$ cat config.mk
export PLATFORM = sky130hd
export DESIGN_NAME = mpu_switch_debounce
export DESIGN_NICKNAME = d
export VERILOG_FILES = /design/src/rtl/mpu_switch_debounce.sv
export SDC_FILE = /design/constraint.sdc
export NUM_CORES = 1
export LEC_CHECK = 0
export BUFFER_PORTS_ARGS = -buffer_cell sky130_fd_sc_hd__buf_2
export CAP_MARGIN = 30
export CORE_MARGIN = 4
export CORE_UTILIZATION = 55
export DETAILED_ROUTE_END_ITERATION = 10
export PLACE_DENSITY = 0.74
export SKIP_CTS_REPAIR_TIMING = 1
export SYNTH_ARGS = -nofsm -noshare
export SYNTH_HDL_FRONTEND = slang
export SYNTH_SLANG_ARGS = --single-unit
$ cat constraint.sdc
create_clock -name clk -period 4.24 [get_ports clk]
set_clock_uncertainty 0.2 [all_clocks]
set_input_delay 0.848 -clock clk [delete_from_list [all_inputs] [get_ports clk]]
set_output_delay 0.848 -clock clk [all_outputs]
set_load 0.03 [all_outputs]
$ cat src/rtl/mpu_switch_debounce.sv
`default_nettype none
// ============================================================================
// mpu_switch_debounce : front-panel run/stop and single-step conditioner
// Revision 1.0 - initial release
// ============================================================================
module mpu_switch_debounce #(
    parameter int DEBOUNCE_CYCLES = 500000,
    parameter int CNT_W           = 19,
    parameter bit ACTIVE_LOW      = 1'b1
) (
    input  logic clk,
    input  logic rst,
    input  logic sw_en_raw,
    input  logic btn_step_raw,
    output logic clk_en,
    output logic single_step
);

    localparam logic [CNT_W-1:0] CNT_TERM = CNT_W'(DEBOUNCE_CYCLES - 1);
    localparam logic [CNT_W-1:0] CNT_ONE  = CNT_W'(1);

    // Bit 0 is the run/stop switch, bit 1 the single-step button.
    logic [1:0] raw_act;
    logic [1:0] sync_meta;
    logic [1:0] sync_out;

    logic             sw_db;
    logic [CNT_W-1:0] sw_cnt;
    logic             btn_db;
    logic [CNT_W-1:0] btn_cnt;

    assign raw_act = {btn_step_raw, sw_en_raw} ^ {2{ACTIVE_LOW}};

    always_ff @(posedge clk or negedge rst) begin
        if (!rst) begin
            sync_meta <= 2'b00;
            sync_out  <= 2'b00;
        end else begin
            sync_meta <= raw_act;
            sync_out  <= sync_meta;
        end
    end

    always_ff @(posedge clk or negedge rst) begin
        if (!rst) begin
            sw_db  <= 1'b0;
            sw_cnt <= '0;
        end else if (sync_out[0] == sw_db) begin
            sw_cnt <= '0;
        end else if (sw_cnt == CNT_TERM) begin
            sw_db  <= sync_out[0];
            sw_cnt <= '0;
        end else begin
            sw_cnt <= sw_cnt + CNT_ONE;
        end
    end

    // The pulse is registered on the very edge that commits a 0->1 change.
    always_ff @(posedge clk or negedge rst) begin
        if (!rst) begin
            btn_db      <= 1'b0;
            btn_cnt     <= '0;
            single_step <= 1'b0;
        end else begin
            single_step <= 1'b0;
            if (sync_out[1] == btn_db) begin
                btn_cnt <= '0;
            end else if (btn_cnt == CNT_TERM) begin
                btn_db      <= sync_out[1];
                btn_cnt     <= '0;
                single_step <= sync_out[1];
            end else begin
                btn_cnt <= btn_cnt + CNT_ONE;
            end
        end
    end

    assign clk_en = sw_db;

endmodule
`default_nettype wire

# Word level (Yosys, flattened, before mapping)

Cells that the tools add are included.

Register bits: 45
Output and inout port bits: 2
Word-level logic and storage cells: 24

Add/sub/neg operators: 2
Equal/unequal tests: 4
Mux-type cells: 6
Bitwise logic cells: 3
Reductions and logical operators: 2

Operators with widths:

| cell                  | count |
|---|---|
| $mux 19               | 4 |
| $add 19x1->19 const B | 2 |
| $eq 19x19->1 const B  | 2 |
| $reduce_and 2->1      | 2 |
| $eq 1x1->1            | 2 |
| $mux 1                | 2 |
| $not 1->1             | 2 |
| $not 2->2             | 1 |

# Depth between registers and ports, before layout

Gate-level depths: netlist of run 1.

Word-level depth: 3
Gate-level depth with buffers: 7
Depth with buffers taken out: 5

# Least setup slack after synthesis of run 1

OpenSTA, ideal clock, no wires.

Path type: reg-to-reg
Start: reg sw_cnt[11]
End: reg sw_db (netlist: clk_en)
Arrival: 1.892 ns
Required time: 3.915 ns
Path slack: 2.024 ns
Cell stages (with the launch flop): 5
Period minus slack after synthesis: 2.216 ns
Cells stage by stage: dfrtp_1 > or4b_1 > or4_4 > nor2_2 > mux2_2

Word-level cells in the longest chain between the ends: 2

Ends and longest elaborated chain:

| what                       | line | source |
|---|---|---|
| start: declaration         | 28   | `logic [CNT_W-1:0] sw_cnt;` |
| start signal: assignment   | 54   | `sw_cnt <= sw_cnt + CNT_ONE;` |
| $eq 19x19->1               | 50   | `end else if (sw_cnt == CNT_TERM) begin` |
| $reduce_and 2->1 (no line) | -    |  |
| end signal: assignment     | 51   | `sw_db <= sync_out[0];` |
| end: declaration           | 27   | `logic sw_db;` |

Every way passes these cells.
A chain may end at the register's enable or synchronous reset.

# Worst setup path after layout of run 1

Same ends and word-level chain as after synthesis.

==> results of run 1 <==
## power breakdown
part	internal [mW]	total [mW]	switching, mW
clock network	0.129	0.260	0.130
registers	0.435	0.441	0.00540
logic	0.00955	0.0294	0.0199
total	0.574	0.730	0.156
## worst max-delay path, stage by stage, from the launching register on
cell and delay [ps]:
dfrtp_1 430, or4b_1 550, or4_4 530, nor2_2 190, mux2_2 360
## registers in the layout, indices dropped and copies added (netlist names)
register     count
sync_meta        2
btn_db           1
sync_out         2
sw_cnt          19
clk_en           1
btn_cnt         19
single_step      1
## cells by family (layout without fill, tap and decap cells)
group	Yosys count	count (layout)	synth area share, %
AOI/OAI and AO/OA	22	22	6.47
DFF	45	45	52.0
muxes	3	3	1.50
xor gates and xnor gates	25	25	10.1
buffers and inverters	11	19	2.25
adders and majority gates	2	2	1.16
and+or+nand+nor	106	106	26.5
## final cells by class
class | instances | share of cell area [%]
Sequential cell | 45 | 48.2
Multi-Input combinational cell | 158 | 42.4
Clock buffer | 7 | 3.69
Tap cell | 48 | 2.57
Timing Repair Buffer | 7 | 2.41
Inverter | 5 | 0.803
## stage by stage
stage                     power, mW  util, %  cells  setup slack, ps
final                         0.730     62.5    270             1870
after global routing          0.772     62.5    270             1750
after CTS                     0.742     61.9    269             1880
after detailed placement      0.477     59.6    262             1900
after global placement        0.474     59.3    261             1860
after floorplan               0.463        -    214             2020
## routing by layer
metal,GRT usage (%),vias up,share of wire [%]
li1,-,770,-
met1,27.1,797,49
met2,26.8,37,46
met3,4.40,7,3.9
met4,6.26,0,0.96
met5,0,-,0
## worst max-delay path by stage
stage,startpoint,endpoint,slack [ps],cells after the start
CTS,sw_cnt[11]$_DFF_PN0_,clk_en$_DFFE_PN0P_,1880,4
global route,sw_cnt[0]$_DFF_PN0_,sw_cnt[7]$_DFF_PN0_,1750,5
finish,sw_cnt[11]$_DFF_PN0_,clk_en$_DFFE_PN0P_,1870,4
detailed placement,sw_cnt[11]$_DFF_PN0_,clk_en$_DFFE_PN0P_,1900,4
global placement,btn_cnt[0]$_DFF_PN0_,btn_cnt[2]$_DFF_PN0_,1860,5
floorplan,sw_cnt[11]$_DFF_PN0_,clk_en$_DFFE_PN0P_,2020,4
## placed cells by master, fill, tap and decap left out
| master | netlist | layout |
|---|---|---|
| o31ai_1 | 4 | 4 |
| ha_1 | 2 | 2 |
| nor3_1 | 4 | 4 |
| or4b_1 | 1 | 1 |
| or3_1 | 4 | 4 |
| mux2_2 | 2 | 2 |
| or4_4 | 1 | 1 |
| inv_1 | 5 | 5 |
| clkbuf_1 | 5 | 1 |
| nand4b_1 | 1 | 1 |
| xor2_1 | 13 | 13 |
| buf_12 | 0 | 1 |
| buf_2 | 0 | 5 |
| and2_1 | 4 | 4 |
| and4_1 | 4 | 4 |
| nand3_1 | 7 | 7 |
| a31o_2 | 1 | 1 |
| xnor2_1 | 12 | 12 |
| and3b_1 | 1 | 1 |
| or4_1 | 5 | 5 |
| nand4_1 | 13 | 13 |
| clkbuf_8 | 0 | 6 |
| and3_1 | 7 | 7 |
| o21ai_4 | 1 | 1 |
| nor2_1 | 31 | 31 |
| o21ai_1 | 1 | 1 |
| nand2_1 | 15 | 15 |
| nand3b_1 | 1 | 1 |
| nor4bb_1 | 1 | 1 |
| o21ai_0 | 5 | 5 |
| a21bo_2 | 1 | 1 |
| dfrtp_1 | 45 | 45 |
| mux2i_1 | 1 | 1 |
| a21oi_1 | 9 | 9 |
| nand4bb_1 | 1 | 1 |
| nor2_2 | 1 | 1 |
| nor4_1 | 4 | 4 |
| buf_6 | 1 | 1 |
==> impl_metrics.py, run 1 <==
metrics = {
    "outcome": {
        "status": "finished, final reports clean",
    },
    "clocking": {
        "tritoncts": "built",
        "cts_buffers": 5,
        "clkSlewWorstSetupHoldPaths_ps": 80,
        "clkLatencyLatePin_ps": 290,
        "cts_max_level": 2,
        "cts.sinks": 45,
        "clk_path_buf_depth": 2,
        "cts_root_buffer": "clkbuf_8",
    },
    "global_routing": {
        "grt_overflow": 0,
        "grt_pass1_wl_mm": 7.38,
        "antenna_found_initial": 0,
        "grt_max_degree": 46,
        "track_usage_pct": 18.4,
        "grt_pass1_vias": 1569,
    },
    "sta": {
        "slew_headroom_pct": 39.7,
        "setup_viol": 0,
        "hold_viol": 0,
        "tns_ps": 0,
        "period_share_pct": 55.8,
        "slew_violations": 0,
        "fmax_mhz": 422,
        "min_period_ps": 2370,
        "fin_hold_ws_ps": 165,
        "rsz0062_at_grt": "no",
        "worst_pin_slew_ps": 896,
    },
    "logic_synthesis": {
        "synth.top_cells.by_count": "dfrtp_1 (45), nor2_1 (31), nand2_1 (15)",
        "synth_nets": 220,
        "synth_most_common_cell": "dfrtp_1",
        "synth_area_leaders": "dfrtp_1 (52%), nor2_1 (5.4%), xor2_1 (5.3%)",
        "synth_flop_cell": "dfrtp_1",
        "avgSynthCellArea_um2": 10.1,
        "synth_top_area_share_pct": 52.0,
        "synthCells": 214,
        "synth_edf_count": 0,
        "async_flop_share_pct": 100,
        "synth_cell_types": 35,
        "yosysWarningCount": 0,
        "netlist_area_um2": 2170,
        "synth_top_cell_by_area": "dfrtp_1",
        "synth_seq_area_share_pct": 52.0,
        "synth_seq_cells": 45,
    },
    "floorplan": {
        "fp.coreArea_um2": 3740,
        "die-width_um": 70.8,
        "row_count": 22,
        "die_area_um2": 5010,
        "die_h_um": 70.8,
        "start_util_pct": 57.9,
        "io_pins": 6,
    },
    "critical_path": {
        "arrival_ps": 2340,
        "start_kind": "flip-flop",
        "crit_type": "reg -> reg",
        "r2r_end": "clk_en$_DFFE_PN0P_",
        "endpoint_kind": "flip-flop",
        "reg2reg_from": "sw_cnt[11]$_DFF_PN0_",
        "worstRegToRegCells": 4,
        "rrSetupSlack_ps": 1870,
        "cp_max_fo": 4,
        "required_ps": 4220,
    },
    "drt": {
        "postRouteAntennaNets": 0,
        "firstDrtPassIters": 4,
        "vias_per_cell": 5.97,
        "wl_mm": 4.07,
        "wire_per_inst_um": 15.1,
        "drc": 0,
        "drt_iter0_drc": 169,
        "vias": 1611,
    },
    "finish": {
        "syn_to_final_growth_pct": 7.97,
        "register_area_um2": 1130,
        "antenna_cells": 0,
        "nets": 228,
        "fillerInstances": 311,
        "multiInputGateArea_um2": 991,
        "drive_gt1_share_pct": 9.01,
        "design_area_um2": 2340,
    },
    "hold_path": {
        "hold_path.class": "reg -> reg",
        "hp-start": "sync_meta[0]$_DFF_PN0_",
        "hold_end": "sync_out[0]$_DFF_PN0_",
        "holdPathStages": 0,
    },
    "run": {
        "cap_violations": 0,
    },
    "placement": {
        "placed_area_um2": 2230,
        "gp_congestion": 0.779,
        "dp_hpwl_mm": 2.80,
        "portBuffers": 5,
    },
    "power_and_ir_drop": {
        "power_leakage_nw": 0.991,
        "vdd.ir_drop.worst_v": 0.000186,
        "power_per_cell_area_nw_per_um2": 312,
    },
}
Power figures use the tool's default switching activity.
==> run 2: changes to the inputs <==
Settings changed: ABC_AREA from default to 1.
Clock period 4.24 ns to 2.42 ns, I/O delays scaled along.
==> run 2 against run 1 <==
Compared with the run above: the flow now finishes with violations (hold timing); non-clock buffer count stayed put; first-iteration DRC count fell by 53%; count of clock-buffer cells in the layout down 2; setup slack worse by 1100 ps; sequential cell count is the same; cell area grew 12%.
==> impl_metrics.py, run 2 <==
metrics = {
    "outcome": {
        "status": "finished with violations",
        "violations": "hold timing",
    },
    "global_routing": {
        "grt_overflow": 0,
        "track_usage_pct": 18.4,
        "grt_max_degree": 28,
        "antenna_found_initial": 0,
        "grt_pass1_vias": 1841,
        "grt_pass1_wl_mm": 7.64,
    },
    "logic_synthesis": {
        "synth_area_leaders": "dfrtp_1 (47%), nor2_1 (15%), nand2_1 (9.3%)",
        "synthCells": 317,
        "synth_top_area_share_pct": 47.1,
        "synth_top_family_by_area": "simple AND/OR/NAND/NOR gates",
        "yosysWarningCount": 0,
        "synth_compound_area_share_pct": 3.09,
        "synth_edf_count": 0,
        "netlist_area_um2": 2390,
        "synth_flop_cell": "dfrtp_1",
        "synth_xor_area_share_pct": 7.59,
        "synth_top_cell_by_area": "dfrtp_1",
        "avgSynthCellArea_um2": 7.54,
        "synth_seq_area_share_pct": 47.1,
        "synth_nets": 323,
        "synthAdderAreaFrac_pct": 1.05,
        "synth_seq_cells": 45,
        "synth.top_cells.by_count": "nor2_1 (93), nand2_1 (59), dfrtp_1 (45)",
        "synth_cell_types": 22,
        "async_flop_share_pct": 100,
        "synthMuxAreaShare_pct": 0,
        "synthSimpleGateAreaFrac_pct": 35.4,
        "synth_most_common_cell": "nor2_1",
    },
    "run": {
        "cap_violations": 0,
    },
    "sta": {
        "fin_hold_ws_ps": -23.1,
        "slew_violations": 0,
        "hold_viol": 25,
        "fmax_mhz": 610,
        "tns_ps": 0,
        "min_period_ps": 1640,
        "setup_viol": 0,
        "worst_pin_slew_ps": 572,
        "rsz0062_at_grt": "no",
        "slew_headroom_pct": 61.8,
        "period_share_pct": 67.7,
        "final.setup.worst_slack_ps": 781,
    },
    "clocking": {
        "cts_max_level": 2,
        "clkLatencyLatePin_ps": 300,
        "cts_buffers": 5,
        "tritoncts": "built",
        "clk_path_buf_depth": 2,
        "clkSlewWorstSetupHoldPaths_ps": 90,
        "cts_root_buffer": "clkbuf_8",
        "cts.sinks": 45,
    },
    "placement": {
        "gp_congestion": 0.875,
        "pre_cts_ws_ps": 773,
        "placed_area_um2": 2490,
        "dp_hpwl_mm": 3.29,
        "placed_cells": 374,
        "portBuffers": 5,
    },
    "finish": {
        "reg_top3": "btn_cnt x19, sw_cnt x19",
        "antenna_cells": 0,
        "stdcell_count": 382,
        "design_area_um2": 2630,
        "syn_to_final_growth_pct": 9.89,
        "drive_gt1_share_pct": 9.04,
        "nets": 337,
        "layout_commonest_cell": "nor2_1",
        "layout_common_cells": "nor2_1 (93), nand2_1 (59), dfrtp_1 (45)",
    },
    "drt": {
        "wl_mm": 4.25,
        "firstDrtPassIters": 4,
        "wire_per_inst_um": 11.1,
        "vias_per_cell": 5.00,
        "postRouteAntennaNets": 0,
        "vias": 1909,
        "drt_iter0_drc": 80,
        "drc": 0,
    },
    "floorplan": {
        "fp.coreArea_um2": 4120,
        "row_count": 23,
        "die_h_um": 73.9,
        "die-width_um": 73.9,
        "io_pins": 6,
        "die_area_um2": 5470,
        "start_util_pct": 58.1,
    },
    "hold_path": {
        "hold_path.class": "in -> async",
    },
    "critical_path": {
        "crit_buf_inv": 0,
        "cp.depth": 6,
        "cp_slowest_cell": "dfrtp_1",
        "worstRegToRegCells": 6,
        "crit_family": "simple AND/OR/NAND/NOR gates",
        "required_ps": 2400,
        "arrival_ps": 1620,
        "max_stage_delay_ps": 370,
        "cp_max_fo": 8,
        "endpoint_kind": "flip-flop",
        "crit_chain": "ha_1 -> nand2_1 -> nor2_1 -> nand3_1 -> nand2_1 -> nor2_1",
        "crit_type": "reg -> reg",
        "start_kind": "flip-flop",
    },
    "power_and_ir_drop": {
        "power_leakage_nw": 1.12,
        "vdd.ir_drop.worst_v": 0.000361,
        "power_per_cell_area_nw_per_um2": 561,
    },
}
run 2: changes by cell type after synthesis, moves of 7 or more:
cell and delta:
xnor2_1 -7, nand3_1 +19, nand2_1 +44, nor2_1 +62, nand4_1 -11, inv_1 +30, and3_1 -7
run 2: cell families after synthesis:
| logic type | count (synthesis) |
|---|---|
| AOI/OAI and AO/OA | 14 |
| buffers and inverters | 37 |
| xor gates and xnor gates | 19 |
| adders and majority gates | 2 |
| DFF | 45 |
| and+or+nand+nor | 200 |
run 2: layout make-up:
cell class | instances | area (µm²)
clock buffers | 5 | 68.8
clock inverters | 3 | 65.1
fillers | 380 | 1490
inverters | 37 | 139
multi-input cells | 235 | 1130
flip-flops and latches | 45 | 1130
well taps | 50 | 62.6
repair buffers | 7 | 40.0
run 2: power breakdown:
group,leakage (nW),internal [mW],switching [mW]
registers,0.615,0.762,0.00761
clock network,0.0681,0.410,0.244
logic,0.439,0.0144,0.0354
total,1.12,1.19,0.287
run 2: path summary, 6_finish.rpt:
| kind | from | endpoint | slack [ps] |
|---|---|---|---|
| worst min-delay path | rst | sw_cnt[8]$_DFF_PN0_ | -20 |
| worst max register to register | sw_cnt[0]$_DFF_PN0_ | sw_cnt[3]$_DFF_PN0_ | 780 |
| max in group asynchronous | rst | btn_cnt[9]$_DFF_PN0_ | 1470 |
| min in group clk | btn_step_raw | sync_meta[1]$_DFF_PN0_ | 130 |
| worst max-delay path | sw_cnt[0]$_DFF_PN0_ | sw_cnt[3]$_DFF_PN0_ | 780 |
| worst min register to register | sync_meta[0]$_DFF_PN0_ | sync_out[0]$_DFF_PN0_ | 150 |
run 2: per-layer routing:
metal	share of wire (%)	vias up	track usage, %
met1	45	869	21.4
met2	50	31	32.2
li1	-	1002	-
met4	1.6	0	7.85
met5	0	-	0
met3	3.2	7	4.46
run 2: per-stage QoR:
| stage | power, mW | util (%) |
|---|---|---|
| finish | 1.47 | 63.8 |
| global route | 1.53 | 63.8 |
| detailed placement | 0.837 | 60.6 |
| CTS | 1.49 | 63.8 |
| global placement | 0.836 | 60.6 |
| floorplan | 0.810 | - |
